### src/rtl/serial_tx16.sv
// serial_tx16: framed LSB-first serial transmitter for 16-bit words
//   clk   : system clock, rising edge
//   reset : asynchronous active-high reset
//   load  : transmit request, accepted only in IDLE
//   in    : word captured when load is accepted
//   out   : serial line, idles high (start 0, 16 data bits LSB-first, stop 1)
//   busy  : high during START, DATA and STOP
//   done  : one-cycle pulse after the stop bit
module serial_tx16 #(
    parameter int CLKS_PER_BIT = 4
) (
    input  logic        clk,
    input  logic        reset,
    input  logic        load,
    input  logic [15:0] in,
    output logic        out,
    output logic        busy,
    output logic        done
);
    typedef enum logic [1:0] {IDLE, START, DATA, STOP} state_t;

    localparam int TW = CLKS_PER_BIT > 1 ? $clog2(CLKS_PER_BIT) : 1;
    localparam logic [TW-1:0] TICK_MAX = TW'(CLKS_PER_BIT - 1);

    state_t        state, state_d;
    logic [TW-1:0] tick, tick_d;
    logic [3:0]    bit_cnt, bit_cnt_d;
    logic [15:0]   shift, shift_d;
    logic          out_d, busy_d, done_d;
    logic          tick_end;

    assign tick_end = tick == TICK_MAX;

    always_ff @(posedge clk or posedge reset) begin
        if (reset) begin
            state   <= IDLE;
            tick    <= '0;
            bit_cnt <= '0;
            shift   <= '0;
            out     <= 1'b1;
            busy    <= 1'b0;
            done    <= 1'b0;
        end else begin
            state   <= state_d;
            tick    <= tick_d;
            bit_cnt <= bit_cnt_d;
            shift   <= shift_d;
            out     <= out_d;
            busy    <= busy_d;
            done    <= done_d;
        end
    end

    always_comb begin
        state_d = state;
        unique case (state)
            IDLE:    state_d = load ? START : IDLE;
            START:   state_d = tick_end ? DATA : START;
            DATA:    state_d = (tick_end && bit_cnt == 4'd15) ? STOP : DATA;
            STOP:    state_d = tick_end ? IDLE : STOP;
            default: state_d = IDLE;
        endcase
    end

    // Datapath next values; the bit counter wraps 15->0 on the same edge
    // that leaves DATA, so it is already 0 for the next frame.
    always_comb begin
        tick_d    = (state == IDLE || tick_end) ? '0 : tick + 1'b1;
        bit_cnt_d = state != DATA ? 4'd0 : tick_end ? bit_cnt + 4'd1 : bit_cnt;
        shift_d   = (state == IDLE && load) ? in :
                    (state == DATA && tick_end) ? shift >> 1 : shift;
    end

    // Outputs are derived from next-state values so the registered line
    // changes on the same edge as the state it represents.
    always_comb begin
        out_d  = state_d == START ? 1'b0 : state_d == DATA ? shift_d[0] : 1'b1;
        busy_d = state_d != IDLE;
        done_d = state == STOP && tick_end;
    end
endmodule

### config.mk
export PLATFORM = sky130hd
export DESIGN_NAME = serial_tx16
export DESIGN_NICKNAME = d
export VERILOG_FILES = /design/src/rtl/serial_tx16.sv
export SDC_FILE = /design/constraint.sdc
export NUM_CORES = 1
export LEC_CHECK = 0
export ABC_CLOCK_PERIOD_IN_PS = 1900
export BUFFER_PORTS_ARGS = -buffer_cell sky130_fd_sc_hd__buf_2
export CAP_MARGIN = 10
export CELL_PAD_IN_SITES_DETAIL_PLACEMENT = 0
export CELL_PAD_IN_SITES_GLOBAL_PLACEMENT = 1
export CORE_MARGIN = 4
export CORE_UTILIZATION = 42
export CTS_BUF_LIST = sky130_fd_sc_hd__clkbuf_16
export DETAILED_ROUTE_END_ITERATION = 12
export PLACE_DENSITY_LB_ADDON = 0.1
export SLEW_MARGIN = 10
export SYNTH_ARGS = -nofsm -noshare
export SYNTH_HDL_FRONTEND = slang
export SYNTH_SLANG_ARGS = --single-unit
### constraint.sdc
create_clock -name clk -period 1.9 [get_ports clk]
set_clock_uncertainty 0.2 [all_clocks]
set_input_delay 0.095 -clock clk [delete_from_list [all_inputs] [get_ports clk]]
set_output_delay 0.095 -clock clk [all_outputs]
set_load 0.02 [all_outputs]
==> results of run 1 <==
==> cells in the final DEF, fill, tap and decap left out, types with 2 or more instances in the layout <==
master          n
dfrtp_1        26
buf_2          21
mux2i_1        17
nand2_1        17
dlygate4sd3_1  16
o21ai_1        14
nor2_1          7
inv_1           5
buf_4           4
nand2b_1        3
xor2_1          3
nor3_1          3
clkbuf_16       3
a31oi_1         2
nor3b_1         2
and3_1          2
ha_1            2
==> cells by family after synthesis <==
kind of cell,synth area share [%]
simple gates,14.2
xor+xnor,2.82
mux,13.7
buf+inv,4.73
fa+ha+maj,2.01
flops,54.4
compound gates,8.15
==> power breakdown <==
group,total [µW],leakage (µW),internal [µW],switching (µW)
Clock,472,0.0000423,282,190
Sequential,907,0.000346,781,126
Combinational,766,0.000366,367,398
==> worst max-delay path: cells and delay by family (launching register included) <==
kind,cells,cell delay [ns]
multiplexers,1,0.11
buffers and inverters,1,0.17
flip-flops,1,0.35
AO/OA/AOI/OAI,1,0.15
AND/OR/NAND/NOR,2,0.30
adder cells (fa/ha/maj),1,0.31
==> area by class of cell <==
class	count	area (µm²)
clock inverters	1	3.75
flip-flops and latches	27	677
fillers	254	1150
inverters	4	15.0
repair buffers	42	315
clock buffers	3	75.1
multi-input cells	80	508
well taps	31	38.8
==> timing repair <==
| action | 4_1_cts | 5_1_grt |
|---|---|---|
| hold endpoints to repair | 42 | 0 |
| resized for setup | 0 | 0 |
| hold buffers | 16 | 0 |
==> per-layer routing <==
metal  GRT usage [%]  vias up  wire, µm
met5               0        -         0
met3            3.24        5        82
li1                -      471         -
met2            18.1       16       943
met4            6.37        0        47
met1            18.1      399      1160
==> worst min path at each step <==
stage	start	end	slack, ns	depth (start not counted)
2_1_floorplan	reset	bit_cnt[0]	-0.05	1
3_3_place_gp	reset	bit_cnt[3]	-0.03	3
3_5_place_dp	reset	bit_cnt[3]	-0.03	3
4_1_cts	load	shift[0]	0.02	3
5_1_grt	load	shift[0]	0.04	3
6_report	load	shift[0]	0.02	3
==> stage by stage <==
step,cells,utilization [%],total power [µW],worst slack (ns)
after CTS,188,58.7,2170,0.183
final,188,58.7,2140,0.203
after detailed placement,168,50.1,1670,0.195
after global routing,188,58.7,2320,0.0557
after floorplan,118,-,1480,0.268
after global placement,168,50.1,1640,0.217
==> flip-flops by register name, indices dropped and copies added, names as in the netlist <==
| signal | count |
|---|---|
| shift | 16 |
| out | 1 |
| tick | 2 |
| done | 1 |
| busy | 1 |
| state | 2 |
| bit_cnt | 4 |
==> synthesized netlist by cell type, types with 2 or more instances <==
master,n
nor3_1,3
nor3b_1,2
nand2b_1,3
a31oi_1,2
clkbuf_1,3
inv_1,4
buf_2,2
o21ai_1,14
nor2_1,7
nand2_1,17
buf_6,2
and3_1,2
mux2i_1,17
xor2_1,3
ha_1,2
dfrtp_1,26
==> flow_summary.json, run 1 <==
{
  "hold_viol_final": 0,
  "drive_gt1_share_pct": 19.7,
  "grt_pass1_wl_um": 4060,
  "syn_inst": 118,
  "synth_nets": 139,
  "crit_arrival_ns": 1.65,
  "grt_pass1_vias": 892,
  "status": "completed",
  "viasPerCell": 4.74,
  "diodes": 0,
  "r2r_end": "shift[15]",
  "cap_viol_max_count": 0,
  "io-pin-count": 22,
  "critPathKind": "reg2reg",
  "slew-limit-headroom_pct": 77.6,
  "cts_tree": "built",
  "critPathMaxFanout": 30,
  "insertion_delay_ns": 0.26,
  "numCtsBuffers": 3,
  "rsz0062_at_grt": "no",
  "worstReg2RegStart": "tick[0]",
  "finalCritPeriodShare_pct": 89.3,
  "layout_min_cycle_time_ns": 1.70,
  "cts_num_sinks": 27,
  "dieArea_um2": 3900,
  "die_h_um": 62.4,
  "ys_ff_latch": 27,
  "gr-total-overflow": 0,
  "clkTransAtPathRegs_ns": 0.06,
  "clock_path_buffers": 2,
  "crit_required_ns": 1.85,
  "synth_top_cell_by_area": "dfrtp_1",
  "startpoint_type": "flip-flop",
  "slew_violations": 0,
  "hp-class": "in2reg",
  "htree_levels": 1,
  "drtAntennaViolNets": 0,
  "area_delta_synth_final_pct": 31.3,
  "hold_ws_ns": 0.0249,
  "synth_top_cell_area_share_pct": 52.3,
  "fin_tns_setup_ns": 0,
  "cts-root-buf": "clkbuf_16",
  "layout.cell_area.non_filler_um2": 1630,
  "setup_viol": 0,
  "nNetsFinal": 179,
  "die_x_um": 62.4,
  "syn_area_per_cell_um2": 10.5,
  "via_count": 891,
  "p_leak_uw": 0.000755,
  "synth-edff-count": 0,
  "tightestPinTransition_ns": 0.336,
  "synth_cell_types": 25,
  "crit_path_max_incr_delay_ns": 0.35,
  "hpwl_um": 1500,
  "power_density_nw_per_um2": 1310,
  "fp-row-count": 19,
  "grt.total_usage_pct": 12.8,
  "dr.pass1.iters": 2,
  "port_buffers": 21,
  "start_util_pct": 44.7,
  "ys_warn_count": 0,
  "synthFlopType": "dfrtp_1",
  "worstSetupStartpoint": "tick[0]",
  "crit_chain": "ha_1, mux2i_1, or2_1, buf_12, a21oi_1, nor2_1",
  "grt_max_degree": 31,
  "regToRegSetupSlack_ns": 0.20,
  "rr_worst_depth": 6,
  "crit_slowest_cell": "dfrtp_1",
  "syn_area_um2": 1240,
  "endpoint": "shift[15]",
  "vdd.ir_drop.worst_mv": 0.751,
  "routed_wl_um": 2230,
  "drtIter0Drc": 26,
  "drc_errors": 0,
  "fmax_mhz": 589,
  "place_congestion": 0.674,
  "yosysSeqAreaShare_pct": 54.4,
  "core_region_area_um2": 2780,
  "async_flop_share_pct": 100,
  "antenna_found_initial": 0,
  "routedWlPerCell_um": 11.9,
  "cts_setup_buffers": 0,
  "end_kind": "flip-flop",
  "dpl_cell_area_um2": 1390,
  "ys_top_cells_by_area": "dfrtp_1, mux2i_1, o21ai_1"
}
Power figures use the tool's default switching activity.
==> run 2, diff against run 1 <==
--- a/config.mk
+++ b/config.mk
@@ -14,7 +14,7 @@
 export CORE_UTILIZATION = 42
 export CTS_BUF_LIST = sky130_fd_sc_hd__clkbuf_16
 export DETAILED_ROUTE_END_ITERATION = 12
-export PLACE_DENSITY_LB_ADDON = 0.1
+export PLACE_DENSITY_LB_ADDON = 0.05
 export SLEW_MARGIN = 10
 export SYNTH_ARGS = -nofsm -noshare
 export SYNTH_HDL_FRONTEND = slang
==> flow_summary.json, run 2 (same netlist as run 1, synthesis figures left out) <==
{
  "grt.total_usage_pct": 13.0,
  "gr-total-overflow": 0,
  "hp-class": "in2reg",
  "power_frac_clock_pct": 22.0,
  "setup_viol": 0,
  "drc_errors": 0,
  "end_kind": "flip-flop",
  "vdd.ir_drop.worst_mv": 0.887,
  "critPathKind": "reg2reg",
  "insertion_delay_ns": 0.26,
  "r2r_end": "busy",
  "via_count": 925,
  "internal_power_uw": 1450,
  "utilization_pct": 59.2,
  "nNetsFinal": 179,
  "drive_gt1_share_pct": 20.4,
  "grt_pass1_vias": 891,
  "htree_levels": 1,
  "cts-root-buf": "clkbuf_16",
  "final_cell_mix": "dfrtp_1, buf_2, mux2i_1, nand2_1, dlygate4sd3_1",
  "min_path_cells": 3,
  "dieArea_um2": 3900,
  "cap_viol_max_count": 0,
  "hp-start": "load",
  "power_switching_share_pct": 33.5,
  "rr_worst_depth": 5,
  "drtIter0Drc": 24,
  "finalCritPeriodShare_pct": 91.4,
  "fp-row-count": 19,
  "finalNonFillerCells": 188,
  "die_x_um": 62.4,
  "crit_required_ns": 1.84,
  "port_buffers": 21,
  "routed_wl_um": 2300,
  "cts_num_sinks": 27,
  "clkTransAtPathRegs_ns": 0.06,
  "p_seq_share_pct": 41.8,
  "hold_end": "shift[0]",
  "io-pin-count": 22,
  "largestRegisters": "shift: 16 flops, bit_cnt: 4 flops",
  "power_frac_comb_pct": 36.2,
  "antenna_found_initial": 0,
  "switching_power_uw": 729,
  "status": "completed",
  "cts_setup_buffers": 0,
  "grt_pass1_wl_um": 4100,
  "slew_violations": 0,
  "dr.pass1.iters": 4,
  "p_total_uw": 2170,
  "hold_viol_final": 0,
  "crit_arrival_ns": 1.67,
  "start_util_pct": 44.7,
  "startpoint_type": "flip-flop",
  "clock_path_buffers": 2,
  "largest_reg_flops": 16,
  "dpl_cell_area_um2": 1410,
  "rsz0062_at_grt": "no",
  "numCtsBuffers": 3,
  "p_leak_uw": 0.000757,
  "multi_input_area_um2": 508,
  "area_delta_synth_final_pct": 32.4,
  "regMostFlops": "shift",
  "power_density_nw_per_um2": 1320,
  "drtAntennaViolNets": 0,
  "tightestPinTransition_ns": 0.485,
  "place_congestion": 0.725,
  "routedWlPerCell_um": 12.3,
  "layout.cell_area.non_filler_um2": 1650,
  "core_region_area_um2": 2780,
  "num-fill-cells": 242,
  "regArea_um2": 677,
  "cts_tree": "built",
  "fmax_mhz": 576,
  "layout_min_cycle_time_ns": 1.74,
  "die_h_um": 62.4,
  "slew-limit-headroom_pct": 67.7,
  "grt_max_degree": 31,
  "worstReg2RegStart": "state[0]",
  "fin_tns_setup_ns": 0,
  "diodes": 0,
  "hpwl_um": 1590,
  "viasPerCell": 4.92,
  "regToRegSetupSlack_ns": 0.16,
  "critPathMaxFanout": 14,
  "layout_commonest_cell": "dfrtp_1",
  "placed_cells_incl_taps": 168
}
run 2: how the worst max path moves through the flow:
stage / startpoint / to / depth (start not counted)
3_3_place_gp: state[1] / shift[8] / 5
6_report: state[0] / busy / 5
5_1_grt: tick[0] / shift[15] / 6
3_5_place_dp: state[1] / busy / 5
4_1_cts: state[1] / busy / 5
2_1_floorplan: state[1] / shift[10] / 7
run 2: area by class of cell:
cell class | count | area share (%)
flip-flops and latches | 27 | 41.1
clock buffers | 3 | 4.56
well taps | 31 | 2.36
clock inverters | 1 | 0.304
repair buffers | 42 | 19.9
inverters | 4 | 0.912
multi-input cells | 80 | 30.9
run 2: repair_timing:
action,in CTS,in global routing
endpoints found under the hold margin,27,0
gates resized for setup,0,0
hold buffers,16,0
run 2: power by group through the flow:
stage | Sequential, µW | Combinational [µW] | Clock [µW]
after global routing | 940 | 896 | 517
final | 909 | 787 | 479
after global placement | 910 | 753 | 0
after floorplan | 901 | 584 | 0
after detailed placement | 920 | 772 | 0
after CTS | 911 | 802 | 492
run 2: metal layers:
metal	global-route usage, %	up-vias	wire [µm]
li1	-	475	-
met1	18.3	429	1140
met2	19.0	16	1010
met3	3.78	5	110
met4	4.77	0	40
met5	0	-	0
run 2: critical path, stage by stage (launching register included):
cell and delay [ns]:
dfrtp_1 0.49, nor2_2 0.09, and2_1 0.20, buf_12 0.16
a211o_1 0.31, nand2b_1 0.16
run 2: through the flow:
step | setup slack [ns] | hold slack (ns)
after floorplan | 0.268 | -0.0530
after global placement | 0.215 | -0.0659
after detailed placement | 0.175 | -0.0580
after CTS | 0.161 | 0.0203
after global routing | 0.0294 | 0.0568
final | 0.163 | 0.0168
